<file path="src/rtl/kbd_pkg.sv">
// Shared constants, FSM state type and ASCII-to-HID encoder for kbd_report_encoder.
// Build option KBD_ENC_CTRL_EN maps control codes 1-26 onto ctrl+letter keystrokes.
package kbd_pkg;

   localparam logic [7:0] SHIFT_MASK = 8'h22;
   localparam logic [7:0] CTRL_MASK  = 8'h11;
   localparam logic [7:0] MOD_NONE   = 8'h00;
   localparam logic [7:0] MOD_LSHIFT = SHIFT_MASK & 8'h0F;
   localparam logic [7:0] MOD_LCTRL  = CTRL_MASK & 8'h0F;

   localparam logic [7:0] REG_DATA    = 8'h00;
   localparam logic [7:0] REG_TICKS   = 8'h01;
   localparam logic [7:0] REG_CLEAR   = 8'h02;
   localparam logic [7:0] TICKS_RESET = 8'd8;

   localparam logic [7:0] SC_NONE     = 8'd0;
   localparam logic [7:0] SC_A        = 8'd4;
   localparam logic [7:0] SC_1        = 8'd30;
   localparam logic [7:0] SC_0        = 8'd39;
   localparam logic [7:0] SC_ENTER    = 8'd40;
   localparam logic [7:0] SC_ESC      = 8'd41;
   localparam logic [7:0] SC_BKSP     = 8'd42;
   localparam logic [7:0] SC_TAB      = 8'd43;
   localparam logic [7:0] SC_SPACE    = 8'd44;
   localparam logic [7:0] SC_MINUS    = 8'd45;
   localparam logic [7:0] SC_EQUAL    = 8'd46;
   localparam logic [7:0] SC_LBRACKET = 8'd47;
   localparam logic [7:0] SC_RBRACKET = 8'd48;
   localparam logic [7:0] SC_BSLASH   = 8'd49;
   localparam logic [7:0] SC_SEMI     = 8'd51;
   localparam logic [7:0] SC_QUOTE    = 8'd52;
   localparam logic [7:0] SC_GRAVE    = 8'd53;
   localparam logic [7:0] SC_COMMA    = 8'd54;
   localparam logic [7:0] SC_DOT      = 8'd55;
   localparam logic [7:0] SC_SLASH    = 8'd56;

   typedef enum logic [2:0] {
      ST_IDLE,
      ST_LOAD,
      ST_PRESS,
      ST_HOLD,
      ST_RELEASE,
      ST_GAP
   } kbd_state_t;

   // Returns {valid, modifiers, scancode}; an invalid result carries zero fields.
   function automatic logic [16:0] char2scancode(input logic [7:0] c);
      logic       valid;
      logic       shifted;
      logic [7:0] mods;
      logic [7:0] code;
      valid   = 1'b1;
      shifted = 1'b0;
      mods    = MOD_NONE;
      code    = SC_NONE;
      if (c >= 8'h61 && c <= 8'h7A) begin
         code = c - 8'h61 + SC_A;
      end else if (c >= 8'h41 && c <= 8'h5A) begin
         code    = c - 8'h41 + SC_A;
         shifted = 1'b1;
      end else if (c >= 8'h31 && c <= 8'h39) begin
         code = c - 8'h31 + SC_1;
      end else begin
         case (c)
            8'h30: code = SC_0;
            8'h0D: code = SC_ENTER;
            8'h1B: code = SC_ESC;
            8'h08: code = SC_BKSP;
            8'h09: code = SC_TAB;
            8'h20: code = SC_SPACE;
            8'h2D: code = SC_MINUS;
            8'h3D: code = SC_EQUAL;
            8'h5B: code = SC_LBRACKET;
            8'h5D: code = SC_RBRACKET;
            8'h5C: code = SC_BSLASH;
            8'h3B: code = SC_SEMI;
            8'h27: code = SC_QUOTE;
            8'h60: code = SC_GRAVE;
            8'h2C: code = SC_COMMA;
            8'h2E: code = SC_DOT;
            8'h2F: code = SC_SLASH;
            8'h21: begin code = SC_1;          shifted = 1'b1; end
            8'h40: begin code = SC_1 + 8'd1;   shifted = 1'b1; end
            8'h23: begin code = SC_1 + 8'd2;   shifted = 1'b1; end
            8'h24: begin code = SC_1 + 8'd3;   shifted = 1'b1; end
            8'h25: begin code = SC_1 + 8'd4;   shifted = 1'b1; end
            8'h5E: begin code = SC_1 + 8'd5;   shifted = 1'b1; end
            8'h26: begin code = SC_1 + 8'd6;   shifted = 1'b1; end
            8'h2A: begin code = SC_1 + 8'd7;   shifted = 1'b1; end
            8'h28: begin code = SC_1 + 8'd8;   shifted = 1'b1; end
            8'h29: begin code = SC_0;          shifted = 1'b1; end
            8'h5F: begin code = SC_MINUS;      shifted = 1'b1; end
            8'h2B: begin code = SC_EQUAL;      shifted = 1'b1; end
            8'h7B: begin code = SC_LBRACKET;   shifted = 1'b1; end
            8'h7D: begin code = SC_RBRACKET;   shifted = 1'b1; end
            8'h7C: begin code = SC_BSLASH;     shifted = 1'b1; end
            8'h3A: begin code = SC_SEMI;       shifted = 1'b1; end
            8'h22: begin code = SC_QUOTE;      shifted = 1'b1; end
            8'h7E: begin code = SC_GRAVE;      shifted = 1'b1; end
            8'h3C: begin code = SC_COMMA;      shifted = 1'b1; end
            8'h3E: begin code = SC_DOT;        shifted = 1'b1; end
            8'h3F: begin code = SC_SLASH;      shifted = 1'b1; end
            default: begin
`ifdef KBD_ENC_CTRL_EN
               if (c >= 8'h01 && c <= 8'h1A) begin
                  code = c + 8'd3;
                  mods = MOD_LCTRL;
               end else begin
                  valid = 1'b0;
               end
`else
               valid = 1'b0;
`endif
            end
         endcase
      end
      if (shifted) mods = MOD_LSHIFT;
      return {valid, mods, code};
   endfunction

endpackage

</file>
<file path="src/rtl/kbd_char_fifo.sv">
// Synchronous character FIFO with registered read data; DEPTH must be a power of two (>= 2).
module kbd_char_fifo
   import kbd_pkg::*;
#(
   parameter int DEPTH = 16
) (
   input  logic       clk_i,
   input  logic       rst_n_i,
   input  logic       wr_en,
   input  logic [7:0] wr_data,
   input  logic       rd_en,
   output logic [7:0] rd_data,
   output logic       full,
   output logic       empty
);

   localparam int AW = $clog2(DEPTH);
   localparam logic [AW-1:0] PTR_MASK = AW'(DEPTH - 1);

   logic [7:0]    mem [DEPTH];
   logic [AW-1:0] wr_ptr;
   logic [AW-1:0] rd_ptr;
   logic [AW:0]   count;
   logic          do_wr;
   logic          do_rd;

   assign full  = (count == (AW + 1)'(DEPTH));
   assign empty = (count == '0);
   assign do_wr = wr_en && !full;
   assign do_rd = rd_en && !empty;

   always_ff @(posedge clk_i) begin
      if (do_wr) mem[wr_ptr] <= wr_data;
   end

   always_ff @(posedge clk_i or negedge rst_n_i) begin
      if (!rst_n_i) begin
         wr_ptr  <= '0;
         rd_ptr  <= '0;
         count   <= '0;
         rd_data <= 8'h00;
      end else begin
         if (do_wr) wr_ptr <= (wr_ptr + AW'(1)) & PTR_MASK;
         if (do_rd) begin
            rd_ptr  <= (rd_ptr + AW'(1)) & PTR_MASK;
            rd_data <= mem[rd_ptr];
         end
         case ({do_wr, do_rd})
            2'b10:   count <= count + (AW + 1)'(1);
            2'b01:   count <= count - (AW + 1)'(1);
            default: count <= count;
         endcase
      end
   end

endmodule

</file>
<file path="src/rtl/kbd_report_encoder.sv">
// Turns CPU-written ASCII into boot-keyboard press/release report pairs.
// Define KBD_ENC_CTRL_EN to encode control codes 1-26 as left-ctrl + letter.
module kbd_report_encoder
   import kbd_pkg::*;
#(
   parameter int FIFO_DEPTH = 16,
   parameter int TICK_DIV   = 48000
) (
   input  logic       clk_i,
   input  logic       rst_n_i,
   input  logic       R_W_n,
   input  logic [7:0] reg_addr_i,
   input  logic [7:0] data_i,
   input  logic       usb_cs,
   output logic [7:0] data_o,
   output logic [1:0] typ,
   output logic       report,
   output logic [7:0] key_modifiers,
   output logic [7:0] key1,
   output logic [7:0] key2
);

   localparam int PW = $clog2(TICK_DIV + 1);
   localparam logic [PW-1:0] PRE_LAST = PW'(TICK_DIV - 1);

   kbd_state_t state, next_state;

   logic       wr_access;
   logic       push_req;
   logic       fifo_pop;
   logic       fifo_full;
   logic       fifo_empty;
   logic [7:0] fifo_data;
   logic       enc_valid;
   logic [7:0] enc_mods;
   logic [7:0] enc_code;
   logic [7:0] tick_count;
   logic       overflow;
   logic       unmapped;
   logic       set_unmapped;
   logic       busy;
   logic [PW-1:0] prescale;
   logic [7:0]    ticks_left;
   logic          wait_done;

   assign wr_access = usb_cs && !R_W_n;
   assign push_req  = wr_access && (reg_addr_i == REG_DATA);
   assign key2      = 8'h00;
   assign busy      = (state != ST_IDLE) || !fifo_empty;
   assign wait_done = (prescale == PRE_LAST) && (ticks_left == 8'd1);
   assign {enc_valid, enc_mods, enc_code} = char2scancode(fifo_data);

   kbd_char_fifo #(
      .DEPTH (FIFO_DEPTH)
   ) u_fifo (
      .clk_i   (clk_i),
      .rst_n_i (rst_n_i),
      .wr_en   (push_req),
      .wr_data (data_i),
      .rd_en   (fifo_pop),
      .rd_data (fifo_data),
      .full    (fifo_full),
      .empty   (fifo_empty)
   );

   always_ff @(posedge clk_i or negedge rst_n_i) begin
      if (!rst_n_i) begin
         tick_count <= TICKS_RESET;
         overflow   <= 1'b0;
         unmapped   <= 1'b0;
      end else begin
         if (wr_access && reg_addr_i == REG_TICKS) tick_count <= data_i;
         if (wr_access && reg_addr_i == REG_CLEAR) begin
            overflow <= 1'b0;
            unmapped <= 1'b0;
         end
         if (push_req && fifo_full) overflow <= 1'b1;
         if (set_unmapped) unmapped <= 1'b1;
      end
   end

   always_comb begin
      data_o = 8'h00;
      case (reg_addr_i)
         REG_DATA:  data_o = {3'b000, unmapped, overflow, fifo_full, fifo_empty, busy};
         REG_TICKS: data_o = tick_count;
         default:   data_o = 8'h00;
      endcase
   end

   always_ff @(posedge clk_i or negedge rst_n_i) begin
      if (!rst_n_i) state <= ST_IDLE;
      else          state <= next_state;
   end

   always_comb begin
      next_state   = state;
      fifo_pop     = 1'b0;
      set_unmapped = 1'b0;
      report       = 1'b0;
      case (state)
         ST_IDLE: begin
            if (!fifo_empty) begin
               fifo_pop   = 1'b1;
               next_state = ST_LOAD;
            end
         end
         ST_LOAD: begin
            if (enc_valid) begin
               next_state = ST_PRESS;
            end else begin
               set_unmapped = 1'b1;
               next_state   = ST_IDLE;
            end
         end
         ST_PRESS: begin
            report     = 1'b1;
            next_state = ST_HOLD;
         end
         ST_HOLD: begin
            if (wait_done) next_state = ST_RELEASE;
         end
         ST_RELEASE: begin
            report     = 1'b1;
            next_state = ST_GAP;
         end
         ST_GAP: begin
            if (wait_done) next_state = ST_IDLE;
         end
         default: next_state = ST_IDLE;
      endcase
   end

   // The tick count is sampled on HOLD/GAP entry so register writes never stretch a wait in progress.
   always_ff @(posedge clk_i or negedge rst_n_i) begin
      if (!rst_n_i) begin
         prescale   <= '0;
         ticks_left <= 8'd1;
      end else if (state == ST_PRESS || state == ST_RELEASE) begin
         prescale   <= '0;
         ticks_left <= (tick_count == 8'd0) ? 8'd1 : tick_count;
      end else if (state == ST_HOLD || state == ST_GAP) begin
         if (prescale == PRE_LAST) begin
            prescale   <= '0;
            ticks_left <= ticks_left - 8'd1;
         end else begin
            prescale <= prescale + PW'(1);
         end
      end
   end

   always_ff @(posedge clk_i or negedge rst_n_i) begin
      if (!rst_n_i) begin
         key1          <= 8'h00;
         key_modifiers <= 8'h00;
         typ           <= 2'd0;
      end else begin
         typ <= 2'd1;
         if (state == ST_LOAD && enc_valid) begin
            key1          <= enc_code;
            key_modifiers <= enc_mods;
         end else if (state == ST_HOLD && wait_done) begin
            key1          <= 8'h00;
            key_modifiers <= 8'h00;
         end
      end
   end

endmodule

</file>
<file path="config.mk">
export PLATFORM = sky130hd
export DESIGN_NAME = kbd_report_encoder
export DESIGN_NICKNAME = d
export VERILOG_FILES = /design/src/rtl/kbd_pkg.sv /design/src/rtl/kbd_char_fifo.sv /design/src/rtl/kbd_report_encoder.sv
export SDC_FILE = /design/constraint.sdc
export NUM_CORES = 1
export LEC_CHECK = 0
export BUFFER_PORTS_ARGS = -buffer_cell sky130_fd_sc_hd__buf_2
export CAP_MARGIN = 20
export CORE_MARGIN = 2
export CORE_UTILIZATION = 48
export DETAILED_ROUTE_END_ITERATION = 6
export HOLD_SLACK_MARGIN = 0.15
export PLACE_DENSITY = 0.73
export SLEW_MARGIN = 10
export SYNTH_ARGS = -nofsm -noshare
export SYNTH_HDL_FRONTEND = slang
export SYNTH_HIERARCHICAL = 1
export SYNTH_SLANG_ARGS = --single-unit
</file>
<file path="constraint.sdc">
create_clock -name clk_i -period 6.7 [get_ports clk_i]
set_input_delay 1.005 -clock clk_i [delete_from_list [all_inputs] [get_ports clk_i]]
set_output_delay 1.005 -clock clk_i [all_outputs]
set_load 0.005 [all_outputs]
</file>
==> results.md, run 1 <==
- The flow ran to the end, and the final reports show no timing, DRC or antenna violations.
- The clock network power share is between 20% and 30%.
- The number of top-level pins is 55.
- The first routing iteration left between 500 and 600 violations.
- The final layout contains routed wiring with a total length of just over 20 mm.
- The share of post-route cells with drive strength above 1 is 17.1%.
- The post-layout net count is 838.
- The floorplan step defined a die boundary enclosing ~0.021 mm².
- The post-layout instance count excluding filler cells is approximately 1,100.
- The type of the worst min-delay path is reg -> reg.
- The number of global-route vias before repair came to approximately 6,000.
- The switching power is 0.00141 W.
- Internal power comes to 0.00251 W.
- The global router's overall resource usage is 19.5%.
- The clock-pin slew on the worst setup and hold paths is 0.07 ns.
- The worst setup path is captured at a flop.
- Across the whole layout, storage elements account for between 0.005 and 0.006 mm².
- Sequential cells were found to cover 56.8% of the synthesized design area.
- The latest clock arrival within the worst-skew pair is between 0.4 and 0.5 ns.
- The number of distinct library cell variants in the gate-level netlist after synthesis is 75.
- The count of buffers added on input and output ports is 38.
- The count of nets left with antenna violations once routing finished came out at 0.
- The static leakage is 3.97 nW.
- The count of pins over their slew limit is 0.
- The average instance in the mapped netlist occupies between 10 and 15 µm².
- In this run the critical register-to-register path is launched from u_fifo/count[0]$_DFFE_PN0P_.
- The number of buffers inserted for hold repair after clock tree synthesis is 0.
- Once the clock tree was built, the resizer swapped 0 gates to a different size.
- The cell type contributing the most total cell area after synthesis is edfxtp_1.
- Summing all non-filler instances in the final layout gives an area of around 0.011 mm².
- The number of remaining DRC errors is 0.
- The number of instances in the synthesized netlist is 782.
- Setup repair after global routing left no endpoint under its margin.
- Leaving out fill and tap cells, the most frequent cells in the layout are edfxtp_1 (128), nand2_1 (68), dfrtp_1 (65).
- The largest net degree at the start of global routing is just under 70.
- In this run the worst setup path begins at reg_addr_i[3].
- The clock arrives with about 0.011 ns of skew.
- Detailed placement finished with a half-perimeter wire length of ~13 mm.
- The first detailed-routing pass took 5 iterations.
- Max-cap violations in this run came to 0.
- The number of failing setup endpoints in the final timing report is 0.
- The number of levels in the clock H-tree is 4.
- Counting cells, the worst reg-to-reg path comes to 12.
- The cell area that synthesis handed to floorplanning was between 0.009 and 0.01 mm².
- The layout filler cell count is 1,659.
- The power density over the cells is between 300 and 400 mW/mm².
- The register-to-register setup slack is approximately 3.2 ns.
- In this run the tightest slew margin relative to its limit is 29.3%.
- Ranked by total cell area, the synthesized netlist is headed by edfxtp_1 (39%), dfrtp_1 (17%), mux4_2 (7.6%), o21ai_0 (2.7%), nand2_1 (2.6%).
- The Yosys warning count is 6.
- The clock tree from TritonCTS is built.
- The critical path launch point type is an input pin.
- The number of placement rows is between 50 and 60.
- Detailed routing inserted a total of around 6,300 vias.
- The area fraction of the dominant cell type after synthesis is between 30% and 40%.
- The mean number of vias per cell is 5.87.
- The chip width is 147 µm.
- The transition time at the pin with the least slew margin is 1.06 ns.
- The initial antenna violation count is 0.
- The y dimension of the die is ~150 µm.
- The sequential group share of total power is 43.1%.
- The worst setup path category is in -> reg.
- The reg-to-reg endpoint is u_fifo/count[4]$_DFFE_PN0P_.
- The multi-input combinational cells in the finished layout cover a total of about 0.0038 mm².
- The routability congestion estimate from global placement is 0.915.
- In this run the cell area measured after placement is between 0.009 and 0.01 mm².
- The data required time of the worst path is ~7 ns.
- Once the floorplan was initialized, standard cells occupied 48.6% of the core.
- The average wire per cell in the routed design is between 15 and 20 µm.
- The most frequent standard cell in the layout excluding fill and tap cells is edfxtp_1.
- The maximum resistive drop on vdd is between 0.2 and 0.25 mV.
- The number of buffers created by CTS is 17.
- CTS placed an instance of clkbuf_16 at the clock tree root.
- The number of synthesized register bits is a little under 200.
- The async set-reset flop share out of synthesis is about a third.
- The capture point of the critical path is u_fifo/count[4]$_DFFE_PN0P_.
- The relative contribution of combinational cells to total power is between 30% and 40%.
- The data arrival at the endpoint of the critical path is between 4 and 5 ns.
- Dividing the final minimum period by the clock period gives a little under three fifths.
- The synthesized design contains approximately 130 enable-type register cells.
- Net switching is between 30% and 40% of the power.
- The count of clock tree sinks is 196.
- The layout overhead on the synthesized area is 8.35%.
- The region available for standard cell placement spans about 0.020 mm².
- The maximum fanout count along the critical path is 9.
- The flip-flop cell with the highest count after synthesis is edfxtp_1.
- The number of cells in the design after placement is approximately 1,000.
- For this run, the top clock speed supported by timing is 0.270 GHz.
- After layout, the minimum clock period comes to around 3.7 ns.
- In this run the deepest clock path goes through 2 buffers.
- The first-pass GRT wire length is 32.8 mm.
- After layout, the design draws a total of 0.00392 W.
- The global route total overflow is 0.
- The final-layout setup total negative slack is 0 ns.
- The number of endpoints with negative hold slack in the final report is 0.
- The number of antenna repair diodes is 0.
- The post-CTS setup buffer count is 0.
[flip-flops by register name, indices dropped and copies added, names as in the netlist, 3 cells and up]
register,count
u_fifo/wr_ptr,4
u_fifo/count,5
ticks_left,8
u_fifo/rd_data,8
u_fifo/rd_ptr,4
state,3
u_fifo/mem,128
tick_count,8
prescale,16
key1,8
[metrics by stage]
stage	util (%)	worst slack, ns	hold slack, ns
floorplan	-	2.78	0.439
global placement	49.6	2.63	0.478
detailed placement	49.6	2.56	0.486
CTS	52.5	3.03	0.496
global route	52.6	2.68	0.538
finish	52.6	2.99	0.501
[critical path, stage by stage]
cell and delay [ns]:
buf_2 0.10, nor4_1 0.26, nand2_1 0.12, or2_2 0.34
nor2_1 0.11, and2_1 0.37, inv_1 0.08, ha_1 0.26
ha_1 0.33, nor2b_1 0.14, o21ai_0 0.23, a21oi_1 0.10
or3b_2 0.45, xnor2_1 0.13
[cell usage after synthesis (all sizes together), types with 3 or more instances]
cell type / count
o31ai: 7
nor3: 24
xnor2: 14
o21bai: 3
nand4: 11
edfxtp: 128
a21o: 3
ha: 18
o22ai: 4
or3: 6
a211oi: 5
xor2: 9
nor2b: 6
nor4: 11
a2111oi: 3
mux2i: 24
o211ai: 3
nand3: 22
mux2: 8
nand2b: 7
dfrtp: 66
mux4: 33
or3b: 3
nand3b: 8
clkbuf: 29
or4: 5
o311ai: 3
buf: 34
a31oi: 6
and3: 7
o21ai: 53
a21oi: 24
nor2: 58
nand2: 69
o221ai: 7
inv: 22
[kinds of logic (layout without fill, tap and decap cells)]
| group | after synthesis | count (layout) | synth area share [%] |
|---|---|---|---|
| mux | 65 | 65 | 11.0 |
| simple gates | 254 | 254 | 13.2 |
| buf+inv | 85 | 99 | 5.09 |
| other cells | 2 | 17 | 0.0769 |
| xor+xnor | 23 | 23 | 2.06 |
| fa+ha+maj | 19 | 19 | 2.51 |
| compound gates | 138 | 138 | 9.21 |
| flops | 196 | 196 | 56.8 |
[cell type report]
type                    instances  area share (%)
multi-input cells             516            35.7
well taps                     270            3.19
clock inverters                11            1.35
inverters                      22           0.781
repair buffers                 46            2.32
flip-flops and latches        196            52.4
clock buffers                  20            4.22
[power groups by stage]
stage | Combinational [W] | Clock (W) | Sequential [W]
floorplan | 0.00113 | 0 | 0.00152
global placement | 0.00117 | 0 | 0.00170
detailed placement | 0.00119 | 0 | 0.00171
CTS | 0.00120 | 0.00104 | 0.00168
global route | 0.00134 | 0.00109 | 0.00172
finish | 0.00121 | 0.00102 | 0.00169
[layer usage]
metal  routed length [µm]  track usage, %  vias up
li1                     -               -     2956
met1                 9270            27.6     3155
met2                 9650            30.9      209
met3                 1050            4.06       29
met4                  312            5.39        0
met5                    0               0        -
[worst min-delay path by stage]
stage / from / cells after the start / to
floorplan: prescale[15]$_DFFE_PN0P_ / 1 / prescale[15]$_DFFE_PN0P_
detailed placement: prescale[15]$_DFFE_PN0P_ / 1 / prescale[15]$_DFFE_PN0P_
CTS: prescale[15]$_DFFE_PN0P_ / 1 / prescale[15]$_DFFE_PN0P_
finish: key1[6]$_DFFE_PN0P_ / 1 / key1[6]$_DFFE_PN0P_
global placement: prescale[15]$_DFFE_PN0P_ / 1 / prescale[15]$_DFFE_PN0P_
global route: key1[7]$_DFFE_PN0P_ / 1 / key1[7]$_DFFE_PN0P_
(Power assumes the default switching activity.)
==> run 2, diff against run 1 <==
==> constraint.sdc (replaced) <==
create_clock -name clk_i -period 3.81 [get_ports clk_i]
set_input_delay 0.5715 -clock clk_i [delete_from_list [all_inputs] [get_ports clk_i]]
set_output_delay 0.5715 -clock clk_i [all_outputs]
set_load 0.005 [all_outputs]
==> run 2 against run 1 <==
Net effect: cell count is 1.5% higher; power is 77% higher; setup slack worse by 2.4 ns; combinational power is 87% higher; critical path depth is 2 lower; non-clock buffer count is 15 higher; cell area is 1.1% higher; sequential power is 72% higher; sequential cell count stayed put; first-iteration DRC count is 18% higher; die area stayed put; sequential share of layout area is 0.59 points lower.
==> results.md, run 2 (synthesis results as in run 1) <==
- The mean number of vias per cell was 5.84 (was 5.87).
- The max capacitance violation total is 0 (unchanged).
- The post-CTS setup buffer count is 0 (unchanged).
- The initial cell density of the core is 48.6% (unchanged).
- The clock-pin slew on the worst setup and hold paths came to 0.07 ns (about the same).
- The number of buffers inserted for hold repair after clock tree synthesis is 0 (unchanged).
- The worst path in the final design needs a cycle of between 3 and 4 ns, including I/O delays and setup.
- The transition time at the pin with the least slew margin is 0.854 ns (was 1.06 ns).
- The maximum fanout count along the critical path is 5 (was 9).
- The number of global-route vias before repair is 6,128 (was 6,048).
- The area of all placed cells without fillers came to 0.0107 mm² (was 0.0106 mm²).
- The post-layout instance count excluding filler cells came to 1,097 (was 1,081).
- The flip-flop count of the largest register, all copies and words added is 128 (unchanged).
- The initial antenna violation count is 0 (unchanged).
- The data arrival at the endpoint of the critical path is 3.57 ns (was 4.03 ns).
- The share of post-route cells with drive strength above 1 is 18.9% (was 17.1%).
- The number of cells in the design after placement is 1,065 (was 1,047).
- The register name with the most flops is u_fifo/mem (unchanged).
- The number of I/O port buffers came to 38 (unchanged).
- Based on the critical path, the design can be clocked at up to slightly above 0.3 GHz.
- The tightest hold margin is 0.241 ns (was 0.501 ns).
- The number of top-level pins is 55 (unchanged).
- The power density over the cells came to 649 mW/mm² (was 370 mW/mm²).
- The headroom to the max-slew limit is 43.1% (was 29.3%).
- The total core area is 0.0201 mm² (unchanged).
- The number of buffers created by CTS is 17 (unchanged).
- The largest net degree at the start of global routing was 69 (unchanged).
- The number of levels in the clock H-tree was 4 (unchanged).
- The number of remaining DRC errors is 0 (unchanged).
- The critical path launch point type is a flop (was input pin).
- The root buffer cell is clkbuf_16 (unchanged).
- The post-layout net count is 853 (was 838).
- The remaining antenna violation count after routing is 0 (unchanged).
- The y dimension of the die is 147 µm (unchanged).
- The average wire per cell in the routed design is 18.6 µm (was 18.8 µm).
- The data required time of the worst path was 4.13 ns (was 7.02 ns).
- The global router's overall resource usage came to 19.7% (was 19.5%).
- The clock tree from TritonCTS is built (unchanged).
- The number of antenna repair diodes is 0 (unchanged).
- The most frequent standard cell in the layout excluding fill and tap cells is edfxtp_1 (unchanged).
- The routability congestion estimate from global placement is 0.926 (was 0.915).
- The first-pass detailed-route iteration total is 6 (was 5).
- Most frequent cells in the layout: edfxtp_1 (128), nand2_1 (68), dfrtp_1 (65) (unchanged).
- The chip width is 147 µm (unchanged).
- The worst setup path category is reg -> reg (was in -> reg).
- The count of pins over their slew limit was 0 (unchanged).
- The violation count after the first detailed-routing iteration is 691 (was 584).
- The count of clock tree sinks was 196 (unchanged).
- The number of gates resized after CTS is 0 (unchanged).
- The type of the worst min-delay path is in -> async (was reg -> reg).
- The type of destination of the critical path was a flop (unchanged).
- The post-detailed-routing wire length was 20.4 mm (was 20.3 mm).
- The maximum buffer depth of the clock tree is 2 (unchanged).
- The global route total overflow came to 0 (unchanged).
- The overall via count from detail_route came to 6,410 (was 6,349).
- The number of placement rows was 52 (unchanged).
- The number of endpoints with negative hold slack in the final report is 0 (unchanged).
- The post-DP HPWL is 13.8 mm (was 13.2 mm).
- The maximum resistive drop on vdd is 0.460 mV (was 0.248 mV).
- The latest clock arrival within the worst-skew pair came to 0.44 ns (about the same).
- RSZ-0062 raised after global routing: no (unchanged).
- The area after detailed placement was 0.0101 mm² (was 0.00997 mm²).
- The share of the clock period used by the worst path is approximately 85%.
- The final-layout setup total negative slack is 0 ns (unchanged).
- The total die area came to 0.0215 mm² (unchanged).
- The layout overhead on the synthesized area is 9.60% (was 8.35%).
- Largest registers: u_fifo/mem: 128 flops, prescale: 16 flops (unchanged).
- The first-pass GRT wire length came to 33.1 mm (was 32.8 mm).
- Outcome: finished clean (unchanged).
- The number of failing setup endpoints in the final timing report is 0 (unchanged).
- The static leakage came to 4.05 nW (was 3.97 nW).
- The worst clock skew is 0.0105 ns (was 0.0113 ns).
run 2: path summary, 6_finish.rpt:
path                                             start                           end  slack [ns]  cells after the start
setup reg to reg           u_fifo/count[0]$_DFFE_PN0P_   u_fifo/count[4]$_DFFE_PN0P_        0.57                     12
max in group asynchronous                      rst_n_i  u_fifo/rd_ptr[2]$_DFFE_PN0P_        2.97                      1
min in group clk_i                       reg_addr_i[1]          overflow$_DFFE_PN0P_        0.36                      2
setup / recovery           u_fifo/count[0]$_DFFE_PN0P_   u_fifo/count[4]$_DFFE_PN0P_        0.57                     12
hold reg to reg               prescale[15]$_DFFE_PN0P_      prescale[15]$_DFFE_PN0P_        0.50                      1
hold / removal                                 rst_n_i           key1[4]$_DFFE_PN0P_        0.24                      1
run 2: stage by stage:
step | util (%) | worst slack (ns) | total power [W]
finish | 53.2 | 0.566 | 0.00695
global route | 53.2 | 0.341 | 0.00737
CTS | 53.2 | 0.569 | 0.00696
detailed placement | 50.3 | 0.425 | 0.00517
global placement | 50.3 | 0.471 | 0.00514
floorplan | - | 0.327 | 0.00465
run 2: report_power, final:
group	leakage [nW]	internal, W	switching (W)	total, W
Combinational	1.74	0.00101	0.00125	0.00226
Sequential	2.02	0.00246	0.000449	0.00291
Clock	0.293	0.000937	0.000843	0.00178
run 2: area by class of cell:
class | count | area (µm²)
Fill cell | 1659 | 9400
Sequential cell | 196 | 5550
Multi-Input combinational cell | 516 | 3780
Clock buffer | 18 | 429
Timing Repair Buffer | 61 | 365
Tap cell | 270 | 338
Clock inverter | 14 | 161
Inverter | 22 | 82.6
run 2: worst max-delay path, cell delays in order, from the launching register on:
cell and delay (ns):
dfrtp_1 0.43, or4_1 0.57, nor2_1 0.26, nor4_1 0.12
o21ai_2 0.09, inv_2 0.08, ha_1 0.23, ha_1 0.32
nor2b_1 0.13, o21ai_0 0.21, a21oi_1 0.10, or3b_2 0.45
xnor2_1 0.13
run 2: routing by layer:
layer  GRT usage, %  vias up  wire, µm
li1               -     2985         -
met1           27.2     3164      8810
met2           31.5      235      9940
met3           4.41       26      1360
met4           5.63        0       319
met5              0        -         0
